==> src/rtl/ide_pio_ctrl.sv <==
// IDE / boot-ROM bus controller for the 64 KB autoconfig window on the 68000 bus.
// Decodes the window and steers reads to the boot ROM until the first write,
// then to up to two ATA channels. ATA PIO setup, strobe and hold timing come
// from a shared 10-bit down-counter. IORDY can stretch the strobe, bounded by
// a timeout.
// Ports:
//   CLKCPU, RESET_n       clock, async active-low reset
//   A_HIGH, A12..A14      CPU address (A14 = channel select when NUM_CH == 2)
//   RW_n, AS_CPU_n        CPU read/write and address strobe
//   BASE_IDE              autoconfig base compared with A_HIGH
//   IDE_CONFIGURED_n      0 = window enabled
//   IDE_IORDY             drive ready (asynchronous)
//   ROM_OE_n              boot-ROM output enable
//   IDE_IOR_n, IDE_IOW_n  ATA strobes
//   IDE_CS_n              {CS1_n,CS0_n} per channel
//   IDE_ACCESS            high for the whole IDE cycle (buffer direction)
//   DTACK_n               CPU acknowledge
//   TIMEOUT               sticky IORDY timeout flag
module ide_pio_ctrl #(
    parameter int unsigned NUM_CH      = 1,
    parameter int unsigned SETUP_CYC   = 1,
    parameter int unsigned STROBE_CYC  = 2,
    parameter int unsigned HOLD_CYC    = 1,
    parameter int unsigned ROM_WAIT    = 1,
    parameter int unsigned IORDY_EN    = 1,
    parameter int unsigned TIMEOUT_CYC = 255
) (
    input  logic                  CLKCPU,
    input  logic                  RESET_n,
    input  logic [7:0]            A_HIGH,
    input  logic                  A12,
    input  logic                  A13,
    input  logic                  A14,
    input  logic                  RW_n,
    input  logic                  AS_CPU_n,
    input  logic [7:0]            BASE_IDE,
    input  logic                  IDE_CONFIGURED_n,
    input  logic                  IDE_IORDY,
    output logic                  ROM_OE_n,
    output logic                  IDE_IOR_n,
    output logic                  IDE_IOW_n,
    output logic [2*NUM_CH-1:0]   IDE_CS_n,
    output logic                  IDE_ACCESS,
    output logic                  DTACK_n,
    output logic                  TIMEOUT
);

    localparam int unsigned CS_W = 2 * NUM_CH;
    localparam int unsigned CNT_W = 10;

    // Counter reload values: a state lasting N cycles loads N-1 and leaves at 0.
    localparam logic [CNT_W-1:0] SETUP_LD  = CNT_W'(SETUP_CYC - 1);
    localparam logic [CNT_W-1:0] STROBE_LD = CNT_W'(STROBE_CYC - 1);
    localparam logic [CNT_W-1:0] HOLD_LD   = CNT_W'(HOLD_CYC - 1);
    localparam logic [CNT_W-1:0] TO_LD     = CNT_W'(TIMEOUT_CYC - 1);
    localparam logic [CNT_W-1:0] ROM_LD    = (ROM_WAIT == 0) ? '0 : CNT_W'(ROM_WAIT - 1);

    typedef enum logic [2:0] {
        IDLE, ROM, SETUP, STROBE, WAIT_RDY, ACK, HOLD
    } state_t;

    state_t            state_q, state_d;
    logic [CNT_W-1:0]  cnt_q, cnt_d;
    logic              rw_q, rw_d;
    logic              mode_q, mode_d;
    logic              rom_oe_q, rom_oe_d;
    logic              ior_q, ior_d;
    logic              iow_q, iow_d;
    logic [CS_W-1:0]   cs_q, cs_d;
    logic              access_q, access_d;
    logic              dtack_q, dtack_d;
    logic              timeout_q, timeout_d;
    logic [1:0]        rdy_sync_q;
    logic              iordy_sync;
    logic              hit;
    logic              ch;
    logic              to_hold;

    assign iordy_sync = rdy_sync_q[1];
    assign hit = !IDE_CONFIGURED_n && (A_HIGH == BASE_IDE) && !AS_CPU_n;
    assign ch  = (NUM_CH == 2) ? A14 : 1'b0;

    // Two-flop synchroniser for the drive's IORDY
    always_ff @(posedge CLKCPU or negedge RESET_n) begin
        if (!RESET_n) rdy_sync_q <= 2'b00;
        else          rdy_sync_q <= {rdy_sync_q[0], IDE_IORDY};
    end

    // State, counter and registered outputs
    always_ff @(posedge CLKCPU or negedge RESET_n) begin
        if (!RESET_n) begin
            state_q   <= IDLE;
            cnt_q     <= '0;
            rw_q      <= 1'b1;
            mode_q    <= 1'b0;
            rom_oe_q  <= 1'b1;
            ior_q     <= 1'b1;
            iow_q     <= 1'b1;
            cs_q      <= '1;
            access_q  <= 1'b0;
            dtack_q   <= 1'b1;
            timeout_q <= 1'b0;
        end else begin
            state_q   <= state_d;
            cnt_q     <= cnt_d;
            rw_q      <= rw_d;
            mode_q    <= mode_d;
            rom_oe_q  <= rom_oe_d;
            ior_q     <= ior_d;
            iow_q     <= iow_d;
            cs_q      <= cs_d;
            access_q  <= access_d;
            dtack_q   <= dtack_d;
            timeout_q <= timeout_d;
        end
    end

    // Next state and next output values
    always_comb begin
        state_d   = state_q;
        cnt_d     = (cnt_q == '0) ? '0 : cnt_q - CNT_W'(1);
        rw_d      = rw_q;
        mode_d    = mode_q;
        rom_oe_d  = rom_oe_q;
        ior_d     = ior_q;
        iow_d     = iow_q;
        cs_d      = cs_q;
        access_d  = access_q;
        dtack_d   = dtack_q;
        timeout_d = timeout_q;
        to_hold   = 1'b0;

        case (state_q)
            IDLE: begin
                if (hit) begin
                    if (RW_n && !mode_q) begin
                        state_d  = ROM;
                        cnt_d    = ROM_LD;
                        rom_oe_d = 1'b0;
                        dtack_d  = (ROM_WAIT == 0) ? 1'b0 : 1'b1;
                    end else begin
                        state_d  = SETUP;
                        cnt_d    = SETUP_LD;
                        rw_d     = RW_n;
                        access_d = 1'b1;
                        // The first write switches the window to IDE for good
                        if (!RW_n) mode_d = 1'b1;
                        for (int unsigned c = 0; c < NUM_CH; c++) begin
                            cs_d[2*c +: 2] = (ch == 1'(c)) ? {~A13, ~A12} : 2'b11;
                        end
                    end
                end
            end
            ROM: begin
                if (AS_CPU_n) begin
                    state_d  = IDLE;
                    rom_oe_d = 1'b1;
                    dtack_d  = 1'b1;
                end else if (cnt_q == '0) begin
                    dtack_d = 1'b0;
                end
            end
            SETUP: begin
                if (AS_CPU_n) begin
                    to_hold = 1'b1;
                end else if (cnt_q == '0) begin
                    state_d = STROBE;
                    cnt_d   = STROBE_LD;
                    ior_d   = !rw_q;
                    iow_d   = rw_q;
                end
            end
            STROBE: begin
                if (AS_CPU_n) begin
                    to_hold = 1'b1;
                end else if (cnt_q == '0) begin
                    if ((IORDY_EN != 0) && !iordy_sync) begin
                        state_d = WAIT_RDY;
                        cnt_d   = TO_LD;
                    end else begin
                        state_d = ACK;
                        dtack_d = 1'b0;
                    end
                end
            end
            WAIT_RDY: begin
                if (AS_CPU_n) begin
                    to_hold = 1'b1;
                end else if (iordy_sync) begin
                    state_d = ACK;
                    dtack_d = 1'b0;
                end else if (cnt_q == '0) begin
                    state_d   = ACK;
                    dtack_d   = 1'b0;
                    timeout_d = 1'b1;
                end
            end
            ACK: begin
                if (AS_CPU_n) to_hold = 1'b1;
            end
            HOLD: begin
                if (cnt_q == '0) begin
                    state_d  = IDLE;
                    cs_d     = '1;
                    access_d = 1'b0;
                end
            end
            default: state_d = IDLE;
        endcase

        // Strobe and DTACK release together; CS stays for the hold time
        if (to_hold) begin
            state_d = HOLD;
            cnt_d   = HOLD_LD;
            ior_d   = 1'b1;
            iow_d   = 1'b1;
            dtack_d = 1'b1;
        end
    end

    assign ROM_OE_n   = rom_oe_q;
    assign IDE_IOR_n  = ior_q;
    assign IDE_IOW_n  = iow_q;
    assign IDE_CS_n   = cs_q;
    assign IDE_ACCESS = access_q;
    assign DTACK_n    = dtack_q;
    assign TIMEOUT    = timeout_q;

endmodule

==> config.mk <==
export PLATFORM = sky130hd
export DESIGN_NAME = ide_pio_ctrl
export DESIGN_NICKNAME = d
export VERILOG_FILES = /design/src/rtl/ide_pio_ctrl.sv
export SDC_FILE = /design/constraint.sdc
export NUM_CORES = 1
export LEC_CHECK = 0
export CAP_MARGIN = 0
export CORE_ASPECT_RATIO = 0.5
export CORE_UTILIZATION = 54
export DETAILED_ROUTE_END_ITERATION = 6
export GPL_TIMING_DRIVEN = 1
export PLACE_DENSITY = 0.95
export SLEW_MARGIN = 30
export SYNTH_ARGS = -nofsm -noshare
export SYNTH_HDL_FRONTEND = slang
export SYNTH_SLANG_ARGS = --single-unit
==> constraint.sdc <==
create_clock -name CLKCPU -period 2.6 [get_ports CLKCPU]
set_clock_uncertainty 0.05 [all_clocks]
set_input_delay 0.26 -clock CLKCPU [delete_from_list [all_inputs] [get_ports CLKCPU]]
set_output_delay 0.26 -clock CLKCPU [all_outputs]
set_load 0.02 [all_outputs]
== After elaboration in Yosys (flattened, before gate mapping) ==
Index checks and enable logic that the tools add are counted.
Storage, ports and cells
  output and inout bits: 8
  word-level logic and storage cells: 123
  memories: 0
  bits in latches: 0
  flip-flop bits (word level): 25
  bits in writable memories: 0
  memory bits (read-only): 0
Operators by class
  reduce and logical (&&, ||, !) cells: 23
  bitwise gates (word level): 6
  multiplexer cells: 56
  divide/modulo/power cells: 0
  $mul: 0
  order comparisons: 0
  equality and inequality tests: 25
  shifts and indexed selects: 0
  $add $sub $neg: 1
Operator list (count)
  10-bit 2-to-1 mux: 8
  3-bit 2-to-1 mux: 11
  3-bit != test (second input constant): 10
  10-bit one-hot mux with 3 select lines: 1
  1-bit 2-to-1 mux: 27
  3-bit one-hot mux with 7 select lines: 1
  4-bit AND reduction: 4
  2-bit != test (second input constant): 6
  10-bit zero test: 1
  10-bit AND reduction: 1
  10-bit by 1-bit subtractor with 10-bit output (second input constant): 1
  3-bit equality test (second input constant): 3
  8-bit equality test: 1
  2-bit 2-to-1 mux: 4
  2-bit nonzero test: 4
  7-bit AND reduction: 1
  3-bit by 2-bit equality test with 1-bit output (second input constant): 2
  1-bit inverter: 6
  3-bit AND reduction: 2
  5-bit nonzero test: 1
  1-bit zero test: 4
  4-bit != test (second input constant): 1
  1-bit one-hot mux with 2 select lines: 2
  1-bit one-hot mux with 4 select lines: 1
  other kinds (6): 8

== Depth between registers and ports, before layout ==
Gate-level depths: netlist of run 1.
  word-level depth: 7
  mapped depth: 7
  gate-level depth less buffers: 7

== Worst setup path after synthesis of run 1 ==
No wires, ideal clock.
  kind: flip-flop to flip-flop
  start point: register cnt_q[0]
  end point: register cnt_q[8]
  cell stages (with the launch flop): 8
  clock period less this slack: 1.630 ns
  setup time: 0.122 ns
  data arrival time: 1.458 ns
  path slack: 0.970 ns
  cells stage by stage: dfrtp_1 > inv_1 > ha_1 > nor2b_2 > nand2_1 > or3_1 > mux2i_1 > nor2_1
On the way
  word-level cells in the longest chain between the ends: 7
  elaborated cells between the ends (all ways): 11
  those cells by class: add/sub (1); mux (9); reduce/logical (1)
RTL lines
  start: declaration: line 63  | logic [CNT_W-1:0] cnt_q, cnt_d;
  start signal: assignment: line 105  | cnt_q <= cnt_d;
  10-bit by 1-bit subtractor with 10-bit output / 10-bit zero test (equally long branches): line 121, 166, 176
  10-bit 2-to-1 mux: line 121  | cnt_d = (cnt_q == '0) ? '0 : cnt_q - CNT_W'(1);
  10-bit 2-to-1 mux: line 177  | if ((IORDY_EN != 0) && !iordy_sync) begin
  10-bit 2-to-1 mux: line 176  | end else if (cnt_q == '0) begin
  10-bit 2-to-1 mux: line 174  | if (AS_CPU_n) begin
  10-bit one-hot mux with 3 select lines *: line 133  | case (state_q)
  10-bit 2-to-1 mux *: line 212  | if (to_hold) begin
  via cnt_d[8]: line 63
The timed path passes the listed nets; every way through them passes the cells marked *.
A chain may end at the register's enable or synchronous reset.

== Worst setup path in the final report of run 1 ==
  start point: register state_q[2]
  end point: register cnt_q[2]
On the way
  word-level cells in the longest chain between the ends: 4
  elaborated cells between the ends (all ways): 9
  those cells by class: eq/ne (4); mux (3); reduce/logical (2)
RTL lines
  start: declaration: line 62  | state_t state_q, state_d;
  start signal: assignment: line 104  | state_q <= state_d;
  3-bit equality test / 3-bit by 2-bit equality test with 1-bit output (equally long branches): line 133
  4-bit OR reduction (no source line)
  1-bit 2-to-1 mux
  10-bit 2-to-1 mux *: line 212
  via cnt_d[2]: line 63
Marked as above.

==> flow_summary.ini, run 1 <==
[cells_and_area]
drive_above_1_share = 0.1230
nets = 214
design_area_um2 = 1857
area_delta_synth_final_pct = 25.34
antenna_cells = 0
fin_cells = 222
n_fill_cell = 161

[synthesis]
synth_area_um2 = 1481
synth_cell_types = 45
synth_seq_area_share = 0.4282
yosysMostFrequentCell = dfrtp_1
yosysTopAreaCell = dfrtp_1
synth-main-ff-cell = dfrtp_1
synth_common_cells = dfrtp_1, nand2_1, nor2_1
synth.area.top_cells = dfrtp_1, dfstp_2, xnor2_1
synth_edf_count = 0
syn_area_per_cell_um2 = 9.620
synthCells = 154
synth_seq_cells = 25
ys_async_sr_fraction = 1.000
syn_nets = 180
yosysTopAreaCellShare = 0.3041
yosysWarnings = 0

[power_and_ir_drop]
vdd_drop_max_mv = 0.4721
p_leak_uw = 0.0007885
power.density_nw_per_um2 = 962.5

[setup_path]
path_cells = and2b_1 -> o21ai_1 -> nand3_1 -> o21ai_0
cpMaxStageDelayCell = dfrtp_1
crit_type = reg2reg
cp_max_fo = 12
cp.required_ns = 2.74
crit_arrival_ns = 2.10
critPathMaxStageDelay_ns = 0.58
critPathLaunchType = flip-flop
worst_setup_path_end_kind = flip-flop

[drt]
drc = 0
routedWlPerCell_um = 15.66
num_vias = 1325
drtAntennaViolNets = 0
drtIter0Drc = 96
drt-total-wl_um = 3476
vias_per_cell = 5.968
dr.pass1.iters = 4

[placement]
io_buffers = 31
dp_cells = 218
dpl-instance-area_um2 = 1812
gp_congestion = 0.8446
dp_hpwl_um = 2530

[global_routing]
grt-busiest-layer = met2
grt_pass1_wl_um = 5671
grt.met1_usage = 0.3090
grt_pass1_vias = 1234
track_usage = 0.2609
antenna_found_initial = 0
grt-ovfl-total = 0
met2_usage = 0.4682
grt_max_degree = 25
use_met3 = 0.05647

[clock_tree]
cts_tree = built
hold_buffers = 0
clk_transition_reported_paths_ns = 0.09
cts_buffers = 3
cts.repair.resized = 0
htreeDepth = 1
cts.sinks = 25
insertion_delay_ns = 0.27
cts-root-buf = clkbuf_8
cts_buffer_depth = 2
cts_setup_buffers = 0

[timing]
fin_tns_setup_ns = 0
hold_ws_ns = 0.07946
relSlewSlack = 0.6848
worstMarginPinSlew_ns = 0.4697
timing_hold_violations_final = 0
fmax_ghz = 0.5085
finalCriticalPeriod_ns = 1.967
rsz0062_at_grt = false
setup_violations = 0
slew_viol_final = 0
period_share = 0.7564

[floorplanning]
fp.dieH_um = 39.04
start_util = 0.6167
fp-row-count = 12
ios = 33
fp.dieArea_um2 = 2969
die_x_um = 76.07
core_area_um2 = 2402

[outcome]
outcome = complete, no violations

[hold_path]
hold_path.class = in2async

[flow_run]
timing.max_cap.violations = 0
## cell usage in the layout, fill, tap and decap left out, types with 2 or more instances in the layout
cell type,count
a211oi_1,2
a21oi_1,9
a22o_1,2
a2bb2oi_1,3
and2b_1,2
buf_4,2
clkbuf_8,3
clkdlybuf4s50_1,31
dfrtp_1,18
dfstp_2,7
inv_1,5
mux2i_1,4
nand2_1,17
nand2b_1,2
nand3_1,4
nand4_1,4
nor2_1,13
nor2b_1,4
nor3_1,6
nor3_4,2
o21ai_0,9
o31ai_1,2
xnor2_1,8
xor2_1,6
## path summary, 6_finish.rpt
| path | depth (start not counted) | slack (ns) | endpoint | from |
|---|---|---|---|---|
| max reg2reg | 4 | 0.63 | cnt_q[2] | state_q[2] |
| min reg2reg | 0 | 0.30 | rdy_sync_q[1] | rdy_sync_q[0] |
| max in group asynchronous | 2 | 1.87 | IDE_IOR_n | RESET_n |
| max | 4 | 0.63 | cnt_q[2] | state_q[2] |
| min | 1 | 0.08 | rdy_sync_q[0] | RESET_n |
| min in group CLKCPU | 0 | 0.30 | rdy_sync_q[1] | rdy_sync_q[0] |
## metrics by stage
stage / util / total power [µW] / setup slack (ns)
2_1_floorplan: - / 1325 / 0.9701
3_3_place_gp: 0.7542 / 1473 / 0.5752
3_5_place_dp: 0.7542 / 1536 / 0.4700
4_1_cts: 0.7729 / 1773 / 0.6745
5_1_grt: 0.7729 / 1895 / 0.5154
6_report: 0.7729 / 1787 / 0.6335
## where the power goes
| group | total, µW | internal [µW] | switching [µW] |
|---|---|---|---|
| Sequential | 683 | 509 | 174 |
| Combinational | 868 | 398 | 470 |
| Clock | 235 | 110 | 126 |
| Total | 1790 | 1020 | 770 |
## cell type report
type / count / area (µm²) / share of cell area
multi-input cells: 120 / 789.5 / 0.4252
flip-flops and latches: 25 / 634.4 / 0.3416
repair buffers: 33 / 325.3 / 0.1752
clock buffers: 4 / 45.04 / 0.02426
well taps: 35 / 43.79 / 0.02358
inverters: 5 / 18.77 / 0.01011
## sequential cells by signal, indices dropped and copies added, names as in the netlist
register and count:
DTACK_n 1, IDE_ACCESS 1, IDE_CS_n 2, IDE_IOR_n 1, IDE_IOW_n 1, ROM_OE_n 1, TIMEOUT 1, cnt_q 10
mode_q 1, rdy_sync_q 2, rw_q 1, state_q 3
## cell families after synthesis
logic type               after synthesis  synth area share
AND/OR/NAND/NOR                       65            0.2593
AO/OA/AOI/OAI                         36            0.1554
flip-flops                            25            0.4282
XOR/XNOR                              14           0.08277
buffers and inverters                  9           0.03885
multiplexers                           4           0.02703
adder cells (fa/ha/maj)                1          0.008445
## critical path, delay by kind of cell, from the launching register on
family / cells / cell delay [ns]
flops: 1 / 0.58
simple gates: 2 / 0.58
compound gates: 2 / 0.67
## per-layer routing
layer,routed length (µm),part of all wire,vias to the layer above
met5,0,0,-
met4,102,0.029,0
met3,235,0.068,12
met2,1682,0.48,72
met1,1456,0.42,626
li1,-,-,615
Power figures use the tool's default switching activity.
==> run 2, diff against run 1 <==
- CORE_UTILIZATION: 54 -> 50
- PLACE_DENSITY: 0.95 -> 0.89
- clock period: 2.6 -> 2 ns (I/O delays scaled with it)
==> run 2 against run 1 <==
  * Sequential share of layout area down 0.72 points
  * Power increased by 29%
  * Critical endpoint is now IDE_CS_n[1]
  * Critical path depth rose by 3
  * Register-to-register slack worse by 0.50 ns
  * Count of clock-buffer cells in the layout stayed put
  * Utilization fell by 7.0 points
  * Highest routed layer unchanged
  * Combinational power rose by 31%
  * Worst setup slack got worse by 0.50 ns
==> flow_summary.ini, run 2 (same netlist as run 1, synthesis figures left out) <==
[outcome]
outcome = complete, no violations

[clock_tree]
cts.sinks = 25
cts_tree = built
insertion_delay_ns = 0.27
hold_buffers = 0
cts-root-buf = clkbuf_8
cts.repair.resized = 0
clk_transition_reported_paths_ns = 0.09
cts_buffer_depth = 2
htreeDepth = 1
cts_buffers = 3
cts_setup_buffers = 0

[floorplanning]
fp-row-count = 13
die_x_um = 78.98
start_util = 0.5487
core_area_um2 = 2700
ios = 33
fp.dieArea_um2 = 3198
fp.dieH_um = 40.49

[cells_and_area]
regMostFlops = cnt_q
antenna_cells = 0
nets = 219
area_delta_synth_final_pct = 28.04
layout_commonest_cell = clkdlybuf4s50_1
reg_top3 = cnt_q: 10 flops, state_q: 3 flops
drive_above_1_share = 0.1458
largest_reg_flops = 10
final_cell_mix = clkdlybuf4s50_1, dfrtp_1, nand2_1

[global_routing]
grt_max_degree = 26
antenna_found_initial = 0
grt-ovfl-total = 0
track_usage = 0.2197
grt_pass1_wl_um = 5188
grt_pass1_vias = 1148

[power_and_ir_drop]
power.density_nw_per_um2 = 1211
vdd_drop_max_mv = 0.5767
p_leak_uw = 0.0008127

[placement]
gp_congestion = 0.8158
dp_hpwl_um = 2239
io_buffers = 31

[timing]
worstMarginPinSlew_ns = 0.4243
slew_viol_final = 0
finalCriticalPeriod_ns = 1.866
setup_violations = 0
fin_tns_setup_ns = 0
period_share = 0.9328
fmax_ghz = 0.5360
timing_hold_violations_final = 0
hold_ws_ns = 0.2506
relSlewSlack = 0.7158

[drt]
dr.pass1.iters = 4
wl_met1_um = 1317
wl_met2_um = 1483
routedWlPerCell_um = 13.35
vias_per_cell = 5.546
drt-total-wl_um = 3058
highest_layer = met4
drtIter0Drc = 71
route.met3.wl_um = 214
drtAntennaViolNets = 0
num_vias = 1270
drc = 0

[setup_path]
r2r-start = cnt_q[0]
crit_type = reg2reg
critPathLaunch = cnt_q[0]
crit_arrival_ns = 2.00
cp.required_ns = 2.14
critPathLaunchType = flip-flop
cp_max_fo = 7
worst_setup_path_end_kind = flip-flop

[hold_path]
hold_path.class = in2async

[flow_run]
timing.max_cap.violations = 0
[run 2: cell types whose count changed in the layout (fill, tap and decap cells not counted)]
| cell | before | now |
|---|---|---|
| buf_4 | 2 | 7 |
[run 2: path summary, 6_finish.rpt]
kind	end	slack, ns	depth (start not counted)
max	IDE_CS_n[1]	0.13	7
min	rdy_sync_q[0]	0.25	2
max reg2reg	IDE_CS_n[1]	0.13	7
min reg2reg	rdy_sync_q[1]	0.30	0
max in group asynchronous	IDE_IOR_n	1.35	2
min in group CLKCPU	rdy_sync_q[1]	0.30	0
[run 2: through the flow]
stage / instances / power, µW / utilization / worst slack [ns] / area (µm²)
6_report: 229 / 2298 / 0.7025 / 0.1345 / 1897
5_1_grt: 229 / 2502 / 0.7025 / -0.03360 / 1897
4_1_cts: 228 / 2302 / 0.6997 / 0.1333 / 1889
3_5_place_dp: 224 / 1996 / 0.6830 / 0.01294 / 1844
3_3_place_gp: 224 / 1955 / 0.6830 / 0.1103 / 1844
2_1_floorplan: 154 / 1723 / - / 0.3701 / 1481
[run 2: per-layer routing]
layer | track usage | vias up
met5 | 0 | -
met4 | 0.06818 | 0
met3 | 0.04773 | 4
met2 | 0.4052 | 55
met1 | 0.2697 | 589
li1 | - | 622
[run 2: cell type report]
type | instances | area [µm²]
tap | 37 | 46.29
fill | 218 | 803.3
sequential | 25 | 634.4
inverter | 5 | 18.77
clock buffer | 4 | 45.04
multi-input combinational | 120 | 789.5
timing repair buffer | 38 | 362.8
[run 2: power by group]
| part | total (µW) | switching (µW) | internal [µW] | leakage [µW] |
|---|---|---|---|---|
| Sequential | 866 | 203 | 663 | 0.000299 |
| Clock | 294 | 151 | 142 | 0.0000228 |
| Combinational | 1140 | 587 | 551 | 0.000491 |
[run 2: critical path: stages, from the launching register on]
cell and delay, ns:
dfrtp_1 0.40, inv_1 0.08, ha_1 0.20, nor2b_2 0.28
nand3_4 0.15, o21a_1 0.25, nor3_4 0.17, a2bb2oi_1 0.22
==> run 3, diff against run 2 <==
- CORE_UTILIZATION: 50 -> 30
- PLACE_DENSITY: 0.89 -> 0.62
==> run 3 against run 2 <==
  * Power grew 1.4%
  * Flip-flop and latch count is the same
  * Combinational power grew 4%
  * Maximum frequency shrank 0.79%
  * Utilization shrank 28 points
  * Largest power group unchanged
  * Critical endpoint is now DTACK_n
  * Design area grew 2.1%
==> flow_summary.ini, run 3 (same netlist as run 1, synthesis figures left out) <==
[timing]
fin_tns_setup_ns = 0
worstMarginPinSlew_ns = 0.4443
relSlewSlack = 0.7024
fmax_ghz = 0.5318
timing_hold_violations_final = 0
period_share = 0.9402
rsz0062_at_grt = false
setup_violations = 0
finalCriticalPeriod_ns = 1.880
slew_viol_final = 0

[cells_and_area]
regMostFlops = cnt_q
layout_commonest_cell = clkdlybuf4s50_1
nets = 219
reg_top3 = cnt_q: 10 flops, state_q: 3 flops
antenna_cells = 0
area_delta_synth_final_pct = 30.74
regArea_um2 = 634.4
fin_cells = 258
fin_util = 0.4235
largest_reg_flops = 10
drive_above_1_share = 0.1510
n_fill_cell = 446
multi_input_area_um2 = 793.3
final_cell_mix = clkdlybuf4s50_1, dfrtp_1, nand2_1

[floorplanning]
fp.dieArea_um2 = 5240
die_x_um = 101.4
start_util = 0.3239
fp-row-count = 17
ios = 33
fp.dieH_um = 51.69
core_area_um2 = 4573

[clock_tree]
insertion_delay_ns = 0.27
cts_buffer_depth = 2
cts.sinks = 25
cts_buffers = 3
clk_transition_reported_paths_ns = 0.09
htreeDepth = 1
cts_tree = built
cts-root-buf = clkbuf_8
hold_buffers = 0

[power_and_ir_drop]
p_leak_uw = 0.0008130
vdd_drop_max_mv = 0.3416
power.density_nw_per_um2 = 1204

[drt]
drtAntennaViolNets = 0
drc = 0
drt-total-wl_um = 3204
vias_per_cell = 4.907
drtIter0Drc = 41
num_vias = 1266
dr.pass1.iters = 4
routedWlPerCell_um = 12.42

[flow_run]
timing.max_cap.violations = 0

[setup_path]
worst_setup_path_end_kind = flip-flop
crit_arrival_ns = 2.02
crit_type = reg2reg
cp.required_ns = 2.14
cp_max_fo = 4
critPathLaunchType = flip-flop

[global_routing]
antenna_found_initial = 0
grt_pass1_vias = 1225
use_met3 = 0.03629
grt_pass1_wl_um = 5568
met2_usage = 0.2404
track_usage = 0.1384
grt.met1_usage = 0.1728
grt_max_degree = 22
grt-busiest-layer = met2
grt-ovfl-total = 0

[placement]
dp_cells = 254
dp_hpwl_um = 2471
io_buffers = 31
gp_congestion = 0.8340

[hold_path]
hold_path.class = in2async

[outcome]
outcome = complete, no violations
[run 3: cell count changes in the layout (fill, tap and decap cells not counted)]
cell	before	now
o21ai_2	0	1
o21ai_1	1	0
[run 3: power breakdown]
group,switching [µW],internal (µW),leakage [µW]
Sequential,184,664,0.000299
Clock,154,142,0.0000228
Combinational,624,564,0.000491
[run 3: worst paths after layout]
kind	startpoint	to	slack [ns]	cells after the start
worst max-delay path	cnt_q[0]	DTACK_n	0.12	7
worst min-delay path	RESET_n	rdy_sync_q[0]	0.08	1
worst max register to register	cnt_q[0]	DTACK_n	0.12	7
worst min register to register	rdy_sync_q[0]	rdy_sync_q[1]	0.31	0
max in group asynchronous	RESET_n	IDE_IOR_n	1.23	2
min in group CLKCPU	IDE_IORDY	rdy_sync_q[0]	0.31	1
[run 3: what timing repair did]
item | CTS | global route
buffers inserted | 0 | 0
resized for setup | 0 | 1
endpoints found under the setup margin | 0 | 1
[run 3: area by class of cell]
class	instances	share of cell area
well taps	66	0.04264
multi-input cells	120	0.4096
inverters	5	0.009690
clock buffers	4	0.02326
repair buffers	38	0.1873
flip-flops and latches	25	0.3275
[run 3: stage by stage]
step / setup WS [ns] / hold WS (ns) / instance area [µm²] / total power, µW
after floorplan: 0.3701 / -0.1456 / 1481 / 1723
after global placement: 0.1293 / 0.2850 / 1888 / 1994
after detailed placement: 0.09005 / 0.3003 / 1888 / 2035
after CTS: 0.1387 / 0.07679 / 1933 / 2341
after global routing: 0.001077 / 0.08481 / 1937 / 2541
final: 0.1196 / 0.07744 / 1937 / 2331
[run 3: worst max-delay path, cell delays in order (launching register included)]
cell     delay (ns)
dfrtp_1        0.40
inv_1          0.08
ha_1           0.20
nor2b_2        0.28
nand4_1        0.15
a22o_1         0.21
a21oi_1        0.19
mux2i_1        0.25
[run 3: layer usage]
metal	vias up	share of wire
met5	-	0
met4	0	0.011
met3	5	0.049
met2	31	0.47
met1	606	0.47
li1	624	-
